===== src/rtl/i2c_write_sequencer.sv =====
// Single-master I2C write controller: START, address+W, ACK checks, N data bytes, STOP.
// SCL/SDA are level outputs where 1 means released and 0 means pulled low.
module i2c_write_sequencer #(
  parameter int unsigned CLK_DIV = 4
) (
  input  logic       clk,
  input  logic       reset,
  input  logic       start,
  input  logic [6:0] addr,
  input  logic [3:0] nbytes,
  input  logic [7:0] wr_data,
  input  logic       wr_valid,
  output logic       wr_ready,
  input  logic       sda_in,
  output logic       scl_out,
  output logic       sda_out,
  output logic       busy,
  output logic       done,
  output logic       nack
);

  typedef enum logic [2:0] {
    StIdle, StStart, StAddr, StAddrAck, StLoad, StData, StDataAck, StStop
  } state_t;

  state_t      state;
  logic [7:0]  div;
  logic [1:0]  qtr;
  logic [2:0]  bitcnt;
  logic [3:0]  bytecnt;
  logic [3:0]  nbytes_q;
  logic [6:0]  addr_q;
  logic [7:0]  shreg;
  logic        ack_bit;
  logic        tick;
  logic        last_byte;

  assign tick      = (div == 8'(CLK_DIV - 1));
  assign last_byte = (state == StAddrAck) ? (nbytes_q == 4'd0) : (bytecnt + 4'd1 == nbytes_q);

  // Pin levels {scl, sda} for a given state, quarter and data bit.
  function automatic logic [1:0] pins(state_t st, logic [1:0] q, logic b);
    case (st)
      StIdle:               pins = 2'b11;
      StStart:              pins = (q == 2'd0) ? 2'b11 : (q == 2'd1) ? 2'b10 : 2'b00;
      StAddr, StData:       pins = {q[1], b};
      StAddrAck, StDataAck: pins = {q[1], 1'b1};
      StLoad:               pins = 2'b00;
      StStop:               pins = (q == 2'd0) ? 2'b00 : (q == 2'd1) ? 2'b10 : 2'b11;
      default:              pins = 2'b11;
    endcase
  endfunction

  always_ff @(posedge clk or negedge reset) begin
    if (!reset) begin
      state    <= StIdle;
      div      <= 8'd0;
      qtr      <= 2'd0;
      bitcnt   <= 3'd0;
      bytecnt  <= 4'd0;
      nbytes_q <= 4'd0;
      addr_q   <= 7'd0;
      shreg    <= 8'd0;
      ack_bit  <= 1'b0;
      scl_out  <= 1'b1;
      sda_out  <= 1'b1;
      busy     <= 1'b0;
      done     <= 1'b0;
      nack     <= 1'b0;
      wr_ready <= 1'b0;
    end else begin
      done <= 1'b0;
      if (state != StIdle && state != StLoad) div <= tick ? 8'd0 : div + 8'd1;
      case (state)
        StIdle: begin
          if (start) begin
            addr_q             <= addr;
            nbytes_q           <= nbytes;
            nack               <= 1'b0;
            busy               <= 1'b1;
            bytecnt            <= 4'd0;
            div                <= 8'd0;
            qtr                <= 2'd0;
            state              <= StStart;
            {scl_out, sda_out} <= pins(StStart, 2'd0, 1'b1);
          end
        end
        StStart: begin
          if (tick) begin
            if (qtr == 2'd2) begin
              state              <= StAddr;
              qtr                <= 2'd0;
              bitcnt             <= 3'd0;
              shreg              <= {addr_q, 1'b0};
              {scl_out, sda_out} <= pins(StAddr, 2'd0, addr_q[6]);
            end else begin
              qtr                <= qtr + 2'd1;
              {scl_out, sda_out} <= pins(StStart, qtr + 2'd1, 1'b1);
            end
          end
        end
        StAddr, StData: begin
          if (tick) begin
            if (qtr == 2'd3) begin
              qtr <= 2'd0;
              if (bitcnt == 3'd7) begin
                state              <= (state == StAddr) ? StAddrAck : StDataAck;
                {scl_out, sda_out} <= pins(StAddrAck, 2'd0, 1'b1);
              end else begin
                bitcnt             <= bitcnt + 3'd1;
                shreg              <= {shreg[6:0], 1'b0};
                {scl_out, sda_out} <= pins(state, 2'd0, shreg[6]);
              end
            end else begin
              qtr                <= qtr + 2'd1;
              {scl_out, sda_out} <= pins(state, qtr + 2'd1, shreg[7]);
            end
          end
        end
        StAddrAck, StDataAck: begin
          if (tick) begin
            if (qtr == 2'd3) begin
              qtr <= 2'd0;
              if (state == StDataAck) bytecnt <= bytecnt + 4'd1;
              if (ack_bit || last_byte) begin
                if (ack_bit) nack <= 1'b1;
                state              <= StStop;
                {scl_out, sda_out} <= pins(StStop, 2'd0, 1'b1);
              end else begin
                state              <= StLoad;
                wr_ready           <= 1'b1;
                {scl_out, sda_out} <= pins(StLoad, 2'd0, 1'b0);
              end
            end else begin
              // ACK is sampled at the tick ending the SCL-high quarter Q2
              if (qtr == 2'd2) ack_bit <= sda_in;
              qtr                <= qtr + 2'd1;
              {scl_out, sda_out} <= pins(state, qtr + 2'd1, 1'b1);
            end
          end
        end
        StLoad: begin
          div <= 8'd0;
          if (wr_valid) begin
            wr_ready           <= 1'b0;
            shreg              <= wr_data;
            bitcnt             <= 3'd0;
            qtr                <= 2'd0;
            state              <= StData;
            {scl_out, sda_out} <= pins(StData, 2'd0, wr_data[7]);
          end
        end
        StStop: begin
          if (tick) begin
            if (qtr == 2'd2) begin
              state              <= StIdle;
              busy               <= 1'b0;
              done               <= 1'b1;
              qtr                <= 2'd0;
              {scl_out, sda_out} <= pins(StIdle, 2'd0, 1'b1);
            end else begin
              qtr                <= qtr + 2'd1;
              {scl_out, sda_out} <= pins(StStop, qtr + 2'd1, 1'b1);
            end
          end
        end
        default: state <= StIdle;
      endcase
    end
  end

endmodule


===== config.mk =====
export PLATFORM = sky130hd
export DESIGN_NAME = i2c_write_sequencer
export DESIGN_NICKNAME = d
export VERILOG_FILES = /design/src/rtl/i2c_write_sequencer.sv
export SDC_FILE = /design/constraint.sdc
export NUM_CORES = 1
export LEC_CHECK = 0
export CAP_MARGIN = 25
export CORE_ASPECT_RATIO = 1.2
export CORE_MARGIN = 1.5
export CORE_UTILIZATION = 61
export DETAILED_ROUTE_END_ITERATION = 7
export GPL_TIMING_DRIVEN = 0
export PLACE_DENSITY = 0.88
export REMOVE_ABC_BUFFERS = 1
export SKIP_CTS_REPAIR_TIMING = 1
export SYNTH_ARGS = -nofsm -noshare
export SYNTH_HDL_FRONTEND = slang
export SYNTH_SLANG_ARGS = --single-unit

===== constraint.sdc =====
create_clock -name clk -period 4.7 [get_ports clk]
set_input_delay 1.175 -clock clk [delete_from_list [all_inputs] [get_ports clk]]
set_output_delay 1.175 -clock clk [all_outputs]
set_load 0.1 [all_outputs]

==> flow_summary.json, run 1 <==
{
  "critPathLaunch": "sda_out$_DFFE_PN1P_",
  "ys_async_sr_fraction_pct": 100,
  "seqPwrFrac_pct": 58.3,
  "vias": 2397,
  "clk_latency_ps": 300,
  "syn_to_final_growth_pct": 15.6,
  "p_leak_nw": 1.37,
  "drive_gt1_share_pct": 12.0,
  "report.final.hold_viol_count": 0,
  "gr-total-overflow": 0,
  "multi_input_area_mm2": 0.00149,
  "skew_ps": 9.61,
  "gp_congestion": 0.788,
  "core_area_mm2": 0.00429,
  "worstHoldStart": "bitcnt[0]$_DFFE_PN0P_",
  "routed_wl_um": 6270,
  "status": "complete, no violations",
  "synthDominantCellAreaShare_pct": 40.0,
  "antenna_found_initial": 0,
  "fin_nets": 358,
  "rsz0062_at_grt": "false",
  "worst_setup_path_end_kind": "output pin",
  "cts_tree": "yes",
  "synth_area_leaders": "dfrtp_1, mux2_2, o21ai_0, nand2_1, ha_1",
  "fin_cells": 381,
  "setup_viol": 0,
  "maxSlewViolCount": 0,
  "fillers": 322,
  "worstSetupPathType": "reg2out",
  "viasPerCell": 6.29,
  "fin_setup_tns_ps": 0,
  "pwr-share-comb_pct": 7.0,
  "mostFrequentLayoutCells": "dfrtp_1, nand2_1, o21ai_0",
  "std_cell_rows": 26,
  "relSlewSlack_pct": 29.9,
  "max_stage_delay_ps": 1120,
  "port_buffers": 29,
  "powerDensity_mw_per_mm2": 220,
  "die-area_mm2": 0.00492,
  "peakVddDrop_v": 0.000189,
  "p_sw_mw": 0.154,
  "slowest_stage": "clkdlybuf4s50_1",
  "ff_latch_area_mm2": 0.00115,
  "setup.reg_to_reg.worst_slack_ps": 1660,
  "power_frac_clock_pct": 34.7,
  "grt_max_degree": 37,
  "max_freq_mhz": 318,
  "drtIter0Drc": 204,
  "period_minus_slack_ps": 3140,
  "synth_flop_cell": "dfrtp_1",
  "clockRootBuffer": "clkbuf_8",
  "synth_edf_count": 0,
  "dp_hpwl_um": 4210,
  "avgRoutedWirePerCell_um": 16.5,
  "clkSlewWorstSetupHoldPaths_ps": 80,
  "maxCapViolCount": 0,
  "required_ps": 3520,
  "die_h_um": 76.6,
  "worst_pin_slew_ps": 1050,
  "drcViolationCount": 0,
  "synth_area_mm2": 0.00275,
  "syn-instance-count": 305,
  "p_sw_share_pct": 22.1,
  "cp_cell_sequence": "clkdlybuf4s50_1",
  "drtPass1Iterations": 4,
  "h-tree-depth": 2,
  "ant_nets": 0,
  "grt_usage_pct": 27.3,
  "grt_pass1_wl_um": 10700,
  "avgSynthCellArea_um2": 9.02,
  "fp.dieW_um": 64.3,
  "ys_ff_latch": 46,
  "cts_sinks": 46,
  "ys_seq_area_share_pct": 41.9,
  "startpoint_type": "flip-flop",
  "final_common_cell": "dfrtp_1",
  "n_antenna_cell": 0,
  "cp.arrival_ps": 1970,
  "grt_pass1_vias": 2419,
  "p_int_mw": 0.545,
  "numCtsBuffers": 5,
  "timing.rr.start": "state[1]$_DFFE_PN0P_",
  "min_path_type": "reg2reg",
  "worst-path-buf-inv": 1,
  "ios": 30,
  "fin_crit_sh_pct": 66.9,
  "critPathMaxFanout": 2,
  "dpl.cell_count": 373,
  "power_mw": 0.699,
  "yosys.cell_types.count": 49,
  "yosysWarningCount": 0,
  "start_util_pct": 64.0,
  "cts_buffer_depth": 2,
  "crit_family": "buffers and inverters",
  "yosys.area.top_type": "dfrtp_1"
}
==> synth_stat cells (4+ instances only) <==
cell / count
dfrtp_1: 44
nand2_1: 37
o21ai_0: 37
nor2_1: 22
mux2_2: 18
nand3_1: 14
clkbuf_1: 11
a21oi_1: 9
inv_1: 9
ha_1: 8
nor2b_1: 7
o22ai_1: 7
nand2b_1: 6
xor2_1: 6
a22o_1: 5
a22oi_1: 5
buf_1: 4
nand4_1: 4
nor3_1: 4
xnor2_1: 4
==> state kept, by name, indices dropped and copies added, names as in the netlist <==
register and count:
div 8, qtr 2, busy 1, ack_bit 1, bitcnt 3, addr_q 7, wr_ready 1, nack 1
bytecnt 4, shreg 8, scl_out 1, done 1, nbytes_q 4, state 3, sda_out 1
==> cells by family (layout without fill, tap and decap cells) <==
logic type                 Yosys count  in the layout  share of synthesized area, %
DFF                                 46             46                          41.9
adders and majority gates            8              8                          3.64
and+or+nand+nor                    108            108                          19.5
xor gates and xnor gates            10             10                          3.18
buffers and inverters               27             47                          3.82
muxes                               20             20                          8.10
AOI/OAI and AO/OA                   86             86                          19.8
==> final cells by class <==
type                       count  area share (%)
clock buffer                   6            2.60
multi-input combinational    232            46.9
timing repair buffer          32            10.9
sequential                    46            36.3
inverter                       9            1.06
tap                           56            2.20
==> final timing paths <==
check                                         to  depth (start not counted)
setup / recovery                         sda_out                          1
hold / removal             bitcnt[0]$_DFFE_PN0P_                          1
setup reg to reg            state[0]$_DFFE_PN0P_                          6
hold reg to reg            bitcnt[0]$_DFFE_PN0P_                          1
max in group asynchronous  addr_q[5]$_DFFE_PN0P_                          2
min in group asynchronous   wr_ready$_DFFE_PN0P_                          1
==> metrics by stage <==
step	instance area [um2]	utilization, %	setup WS [ps]	hold slack [ps]
6_report	3180	74.0	1560	510
5_1_grt	3180	74.0	1440	528
4_1_cts	3140	73.2	1550	507
3_5_place_dp	3060	71.3	1530	491
3_3_place_gp	3040	70.8	1200	477
2_1_floorplan	2680	-	2260	457
==> per-layer routing <==
| metal | up-vias | share of wire, % | global-route usage [%] |
|---|---|---|---|
| met5 | - | 0 | 0 |
| met4 | 0 | 2.3 | 11.1 |
| met3 | 14 | 4.2 | 4.73 |
| met2 | 72 | 52 | 48.0 |
| met1 | 1174 | 41 | 32.6 |
| li1 | 1137 | - | - |
==> power by group through the flow <==
stage | sequential (mW) | clock [mW] | combinational (mW)
floorplan | 0.414 | 0 | 0.0167
global placement | 0.415 | 0 | 0.0451
detailed placement | 0.415 | 0 | 0.0489
CTS | 0.407 | 0.243 | 0.0497
global route | 0.409 | 0.261 | 0.0546
finish | 0.407 | 0.242 | 0.0492
(Power assumes the default switching activity.)
==> inputs of run 2 (changes only) <==
--- a/config.mk
+++ b/config.mk
@@ -8,10 +8,10 @@
 export CAP_MARGIN = 25
 export CORE_ASPECT_RATIO = 1.2
 export CORE_MARGIN = 1.5
-export CORE_UTILIZATION = 61
+export CORE_UTILIZATION = 51
 export DETAILED_ROUTE_END_ITERATION = 7
 export GPL_TIMING_DRIVEN = 0
-export PLACE_DENSITY = 0.88
+export PLACE_DENSITY = 0.79
 export REMOVE_ABC_BUFFERS = 1
 export SKIP_CTS_REPAIR_TIMING = 1
 export SYNTH_ARGS = -nofsm -noshare
==> constraint.sdc (replaced) <==
create_clock -name clk -period 2.56 [get_ports clk]
set_input_delay 0.64 -clock clk [delete_from_list [all_inputs] [get_ports clk]]
set_output_delay 0.64 -clock clk [all_outputs]
set_load 0.1 [all_outputs]
==> run 2 against run 1 <==
  * Utilization decreased by 12 points
  * Final cell count up 2.1%
  * Critical path depth unchanged
  * Largest power group unchanged
  * Highest routed layer unchanged
==> flow_summary.json, run 2 (synthesis results as in run 1) <==
{
  "startpoint_type": "flip-flop",
  "numCtsBuffers": 5,
  "grt_usage_pct": 21.5,
  "std_cell_rows": 29,
  "mostFrequentLayoutCells": "dfrtp_1, nand2_1, o21ai_0",
  "final_common_cell": "dfrtp_1",
  "maxSlewViolCount": 0,
  "timing.rr.start": "div[6]$_DFF_PN0_",
  "crit_family": "buffers and inverters",
  "worst_pin_slew_ps": 968,
  "rr_worst_depth": 5,
  "power_mw": 1.31,
  "powerDensity_mw_per_mm2": 406,
  "antenna_found_initial": 0,
  "cts_sinks": 46,
  "gr-total-overflow": 0,
  "hold_ws_ps": 293,
  "syn_to_final_growth_pct": 17.4,
  "dp_hpwl_um": 4070,
  "relSlewSlack_pct": 35.3,
  "crit_cells": 1,
  "avgRoutedWirePerCell_um": 15.3,
  "p_leak_nw": 1.39,
  "grt_max_degree": 37,
  "drtIter0Drc": 215,
  "viasPerCell": 5.90,
  "fp.dieW_um": 70.0,
  "n_antenna_cell": 0,
  "status": "complete, no violations",
  "port_buffers": 29,
  "skew_ps": 8.15,
  "ios": 30,
  "grt_pass1_wl_um": 10200,
  "setup_viol": 0,
  "vias": 2294,
  "clockRootBuffer": "clkbuf_8",
  "required_ps": 1920,
  "clk_latency_ps": 310,
  "routed_wl_um": 5960,
  "peakVddDrop_v": 0.000254,
  "die-area_mm2": 0.00584,
  "start_util_pct": 52.6,
  "drive_gt1_share_pct": 14.4,
  "biggestRegsByFlops": "div: 8 flops, shreg: 8 flops, addr_q: 7 flops",
  "clkSlewWorstSetupHoldPaths_ps": 90,
  "core_area_mm2": 0.00523,
  "drtPass1Iterations": 5,
  "cts_tree": "yes",
  "fin_nets": 358,
  "fin_crit_sh_pct": 96.4,
  "ant_nets": 0,
  "cp.arrival_ps": 1830,
  "cts_buffer_depth": 2,
  "critPathMaxFanout": 3,
  "min_path_type": "in2async",
  "worstSetupPathType": "reg2out",
  "worst_setup_path_end_kind": "output pin",
  "max_stage_delay_ps": 1140,
  "critPathLaunch": "wr_ready$_DFFE_PN0P_",
  "cp_cell_sequence": "clkdlybuf4s50_1",
  "report.final.hold_viol_count": 0,
  "h-tree-depth": 2,
  "die_h_um": 83.4,
  "maxCapViolCount": 0,
  "period_minus_slack_ps": 2470,
  "slowest_stage": "clkdlybuf4s50_1",
  "gp_congestion": 0.824,
  "worst-path-buf-inv": 1,
  "drcViolationCount": 0,
  "grt_pass1_vias": 2203,
  "max_freq_mhz": 405
}
run 2: changes by cell type in the layout (fill, tap and decap cells not counted), moves of 2 or more:
cell | previous run | this run
dlymetal6s2s_1 | 0 | 2
clkdlybuf4s50_1 | 28 | 26
dfrtp_2 | 0 | 3
dfrtp_1 | 44 | 41
run 2: layout make-up:
type | count | area, um2
Clock buffer | 6 | 82.6
Tap cell | 62 | 77.6
Inverter | 9 | 33.8
Sequential cell | 46 | 1160
Fill cell | 448 | 2000
Multi-Input combinational cell | 232 | 1520
Clock inverter | 2 | 12.5
Timing Repair Buffer | 32 | 345
run 2: worst paths after layout:
path                                          endpoint  slack (ps)
worst max register to register    shreg[1]$_DFFE_PN0P_         150
worst min register to register     scl_out$_DFFE_PN1P_         510
worst min-delay path            bytecnt[3]$_DFFE_PN0P_         290
min in group clk                   scl_out$_DFFE_PN1P_         510
worst max-delay path                          wr_ready          90
max in group asynchronous          sda_out$_DFFE_PN1P_        1660
run 2: report_power, final:
group          total [mW]  internal [mW]  switching, mW
Combinational      0.0899         0.0534         0.0365
Clock               0.472          0.217          0.255
Sequential          0.748          0.737         0.0111
Total                1.31           1.01          0.303
run 2: metal layers:
layer,vias to the layer above,track usage [%],wire (um)
met5,-,0,0
met4,0,6.99,67
met3,7,3.88,235
met2,52,35.1,2980
met1,1102,28.9,2670
li1,1133,-,-
run 2: per-stage QoR:
stage | worst slack (ps) | TNS, ps | utilization (%) | instances | area, um2
2_1_floorplan | 117 | 0 | - | 287 | 2680
3_3_place_gp | -486 | -24530 | 58.3 | 378 | 3050
3_5_place_dp | -517 | -6950 | 58.6 | 379 | 3060
4_1_cts | -535 | -7690 | 60.4 | 387 | 3160
5_1_grt | -48.7 | -187 | 61.8 | 389 | 3230
6_report | 93.0 | 0 | 61.8 | 389 | 3230
==> inputs of run 3 (changes only) <==
--- a/config.mk
+++ b/config.mk
@@ -13,7 +13,7 @@
 export GPL_TIMING_DRIVEN = 0
 export PLACE_DENSITY = 0.79
 export REMOVE_ABC_BUFFERS = 1
-export SKIP_CTS_REPAIR_TIMING = 1
+export SKIP_LAST_GASP = 1
 export SYNTH_ARGS = -nofsm -noshare
 export SYNTH_HDL_FRONTEND = slang
 export SYNTH_SLANG_ARGS = --single-unit
==> run 3 against run 2 <==
  * Sequential share of layout area is 0.44 points higher
  * Critical endpoint unchanged
  * Design area decreased by 1.0%
  * Setup slack got worse by 1.0 ps
  * Die area stayed put
  * Via count up 1.2%
  * Largest power group unchanged
  * Critical path type unchanged
  * Power hardly changed
  * Fmax about the same
==> flow_summary.json, run 3 (synthesis results as in run 1) <==
{
  "drtIter0Drc": 213,
  "dpl.cell_count": 379,
  "viasPerCell": 5.98,
  "worst_pin_slew_ps": 970,
  "ios": 30,
  "crit_family": "buffers and inverters",
  "period_minus_slack_ps": 2470,
  "fillers": 452,
  "drtPass1Iterations": 5,
  "port_buffers": 29,
  "n_antenna_cell": 0,
  "maxSlewViolCount": 0,
  "fin_nets": 357,
  "status": "complete, no violations",
  "max_stage_delay_ps": 1140,
  "p_leak_nw": 1.36,
  "p_int_mw": 1.01,
  "clkSlewWorstSetupHoldPaths_ps": 90,
  "clk_latency_ps": 310,
  "fin_crit_sh_pct": 96.4,
  "grt_max_degree": 37,
  "pwr-share-comb_pct": 6.8,
  "slowest_stage": "clkdlybuf4s50_1",
  "p_sw_mw": 0.304,
  "drcViolationCount": 0,
  "start_util_pct": 52.6,
  "clockRootBuffer": "clkbuf_8",
  "worst-path-buf-inv": 1,
  "die-area_mm2": 0.00584,
  "syn_to_final_growth_pct": 16.2,
  "cts_sinks": 46,
  "seqPwrFrac_pct": 57.1,
  "power_mw": 1.31,
  "dp_hpwl_um": 4070,
  "h-tree-depth": 2,
  "vias": 2321,
  "ant_nets": 0,
  "multi_input_area_mm2": 0.00152,
  "grt_usage_pct": 21.5,
  "min_path_type": "in2async",
  "cp.arrival_ps": 1830,
  "drive_gt1_share_pct": 14.1,
  "fp.dieW_um": 70.0,
  "gr-total-overflow": 0,
  "numCtsBuffers": 5,
  "powerDensity_mw_per_mm2": 410,
  "die_h_um": 83.4,
  "fin_cells": 388,
  "relSlewSlack_pct": 35.2,
  "ff_latch_area_mm2": 0.00116,
  "grt_pass1_vias": 2203,
  "cts_setup_buffers": 0,
  "p_sw_share_pct": 23.2,
  "setup_viol": 0,
  "report.final.hold_viol_count": 0,
  "routed_wl_um": 5960,
  "final_common_cell": "dfrtp_1",
  "std_cell_rows": 29,
  "peakVddDrop_v": 0.000254,
  "fin_setup_tns_ps": 0,
  "avgRoutedWirePerCell_um": 15.4,
  "setup.reg_to_reg.worst_slack_ps": 140,
  "startpoint_type": "flip-flop",
  "core_area_mm2": 0.00523,
  "critPathMaxFanout": 3,
  "skew_ps": 8.68,
  "required_ps": 1920,
  "power_frac_clock_pct": 36.1,
  "grt_pass1_wl_um": 10200,
  "worstSetupPathType": "reg2out",
  "worst_setup_path_end_kind": "output pin",
  "antenna_found_initial": 0,
  "cts_tree": "yes",
  "biggestRegsByFlops": "div: 8 flops, shreg: 8 flops, addr_q: 7 flops",
  "maxCapViolCount": 0,
  "gp_congestion": 0.824,
  "cts_buffer_depth": 2,
  "max_freq_mhz": 405,
  "mostFrequentLayoutCells": "dfrtp_1, nand2_1, o21ai_0",
  "cp_cell_sequence": "clkdlybuf4s50_1"
}
run 3: cell count changes in the layout (fill, tap and decap cells not counted):
cell,change
buf_16,-1
dfrtp_2,-1
dfrtp_4,+1
dlygate4sd2_1,+2
dlymetal6s2s_1,-2
run 3: cell type report:
class | count | area share, %
inverter | 9 | 1.06
clock buffer | 6 | 2.58
clock inverter | 2 | 0.392
sequential | 46 | 36.3
timing repair buffer | 31 | 9.71
multi-input combinational | 232 | 47.5
tap | 62 | 2.43
run 3: worst paths after layout:
kind,startpoint,endpoint,cells past startpoint
max,wr_ready$_DFFE_PN0P_,wr_ready,1
min,reset,bytecnt[3]$_DFFE_PN0P_,1
max reg2reg,div[6]$_DFF_PN0_,shreg[1]$_DFFE_PN0P_,5
min reg2reg,scl_out$_DFFE_PN1P_,scl_out$_DFFE_PN1P_,1
max in group asynchronous,reset,sda_out$_DFFE_PN1P_,2
min in group clk,scl_out$_DFFE_PN1P_,scl_out$_DFFE_PN1P_,1
run 3: stage by stage:
stage	utilization (%)	area (um2)	hold slack [ps]	setup slack [ps]
after floorplan	-	2680	344	117
after global placement	58.3	3050	476	-486
after detailed placement	58.6	3060	500	-517
after CTS	60.5	3160	313	20.7
after global routing	61.2	3200	338	-48.8
final	61.2	3200	291	91.9
run 3: timing repair:
action | 4_1_cts | 5_1_grt
gates resized for setup | 7 | 4
setup endpoints to repair | 27 | 10
hold buffers | 0 | 0
run 3: metal layers:
layer | GRT usage, % | vias to the layer above | share of wire, %
li1 | - | 1130 | -
met1 | 28.9 | 1112 | 45
met2 | 35.1 | 72 | 49
met3 | 3.88 | 7 | 4.6
met4 | 6.99 | 0 | 1.1
met5 | 0 | - | 0
run 3: power groups by stage:
stage,combinational (mW),sequential (mW),clock [mW]
floorplan,0.0307,0.759,0
global placement,0.0831,0.762,0
detailed placement,0.0890,0.763,0
CTS,0.0894,0.748,0.480
global route,0.100,0.750,0.502
finish,0.0898,0.748,0.473
==> variant, RTL diff (config.mk and constraints of run 2) <==
Reset style: synchronous (`reset`), changed in one clocked block.
--- a/src/rtl/i2c_write_sequencer.sv
+++ b/src/rtl/i2c_write_sequencer.sv
@@ -51,7 +51,7 @@
     endcase
   endfunction
 
-  always_ff @(posedge clk or negedge reset) begin
+  always_ff @(posedge clk) begin
     if (!reset) begin
       state    <= StIdle;
       div      <= 8'd0;
Formal check against the unedited RTL: differs if reset is asserted again (counterexample within 4 cycles, from zero or initial values and one cycle with reset low); with reset held inactive, the same outputs for 10 cycles.
==> variant against run 2 <==
Routed wire length down 3.0%. Cell area fell by 6.8%. Sequential share of layout area down 4.9 points. Sequential cell count stayed put. Setup slack improved by 0.034 ns. Maximum frequency is 1.4% higher. Synthesized area decreased by 5.5%. Synthesized cell count is 6.9% higher. Critical path type unchanged. Highest routed layer unchanged.
Power is not compared: it rests on default switching activity, and its combinational part moved more than twofold at a synthesized area within 25%.
==> variant: results (changes against run 2) <==
- The fraction of area in multi-input gates came to 52.37% (was 47.05%).
- Synth unique cells: 56 (was 49)
- Portion of netlist area occupied by mux cells: 2.696% (was 8.098%)
- The ratio of cells with drive above 1 in the final layout is 6.087% (was 14.37%).
- The path type of the worst min-delay path is flip-flop to flip-flop (was primary input to async pin).
- The global routing usage summed across all routing layers came to 23.34% (was 21.49%).
- The proportion of final cell area spent on non-clock buffers is 10.82% (was 10.70%).
* Outcome: completed (unchanged)
- The share of the synthesized area in compound gates (AO/OA/AOI/OAI) came to 23.93% (was 19.84%).
* Non-clock buffer total of the final layout: 31 (was 32)
- XOR/XNOR Fraction of Synth Area: 3.707% (was 3.185%)
- Number of design-rule violations left by the first detailed-router iteration: 195 (was 215)
- The area of the die is 5535 sq um (was 5844 sq um).
* Average wire per cell in the routed design: 14.26 um (was 15.31 um)
* WHS: 0.4573 ns (was 0.2933 ns)
* Final net count: 377 (was 358)
- The mean instance size in the synthesized netlist was 7.972 sq um (was 9.017 sq um).
* Estimated wirelength of the detail-placed design: 4113 um (was 4070 um)
- The post-detailed-placement cell area came to 2909 sq um (was 3062 sq um).
* Average vias per placed instance: 6.010 (was 5.897)
- The headroom to the max-slew limit is 35.56% (was 35.28%).
* Hold path depth: 2
* Pin count of the biggest net entering global routing: 32 (was 37)
- Signal inverters: 6 (was 9)
- The number of instances in the placed design was 397 (was 379).
- Layout filler cell count: 454 (was 448)
- First-pass GRT wire length: 9956 um (was 10,230 um)
* Async SR Flop Fraction: 0% (was 100.0%)
- The fraction of the mapped netlist area in adder cells came to 3.852% (was 3.640%).
* Cell types with the highest counts after synthesis: sky130_fd_sc_hd__nand2_1 (56), sky130_fd_sc_hd__dfxtp_1 (46), sky130_fd_sc_hd__a21oi_1 (34) (was sky130_fd_sc_hd__dfrtp_1 (44), sky130_fd_sc_hd__nand2_1 (37), sky130_fd_sc_hd__o21ai_0 (37))
- The global placer's final weighted congestion is 0.8790 (was 0.8240).
* Vias in the first global route: 2,221 (was 2,203)
- The setup slack at placement came to -0.3650 ns (was -0.5173 ns).
* Prevailing post-synth register cell: sky130_fd_sc_hd__dfxtp_1 (was sky130_fd_sc_hd__dfrtp_1)
* Number of combinational gates with multiple inputs: 255 (was 232)
- Register-to-register path setup slack: 0.19 ns (was 0.15 ns)
- Total wirelength of the detailed-routed design: 5775 um (was 5956 um)
- Biggest area contributors in the synthesized netlist: sky130_fd_sc_hd__dfxtp_1 (35%), sky130_fd_sc_hd__nand2_1 (8.1%), sky130_fd_sc_hd__a21oi_1 (6.5%) (was sky130_fd_sc_hd__dfrtp_1 (40%), sky130_fd_sc_hd__mux2_2 (7.4%), sky130_fd_sc_hd__o21ai_0 (6.7%))
- Endpoint of the lowest-slack register-to-register path: bitcnt[0] (was shreg[1])
## variant: changes by cell type after synthesis, sizes merged, moves of 5 or more
cell and delta:
a22o -5, dfrtp -44, mux2 -18, o22ai -6
nand3 -5, o21ai -22, a21oi +25, dfxtp +46
a21o +5, nor2b -5, mux2i +5, nand2 +19
## variant: metal layers
layer	GRT usage [%]	vias to the layer above	wire length, um
met5	0	-	0
met3	4.709	15	290
li1	-	1218	-
met1	30.47	1131	2535
met4	9.600	0	144
met2	37.18	70	2805
## variant: how the worst max path moves through the flow
stage	startpoint	depth (start not counted)	end	slack, ns
2_1_floorplan	state[1]	5	bitcnt[0]	0.02
3_3_place_gp	wr_valid	6	bitcnt[0]	-0.38
3_5_place_dp	wr_valid	6	bitcnt[0]	-0.37
4_1_cts	state[1]	5	bitcnt[0]	-0.33
5_1_grt	wr_ready	1	wr_ready	0.07
6_report	wr_ready	1	wr_ready	0.13
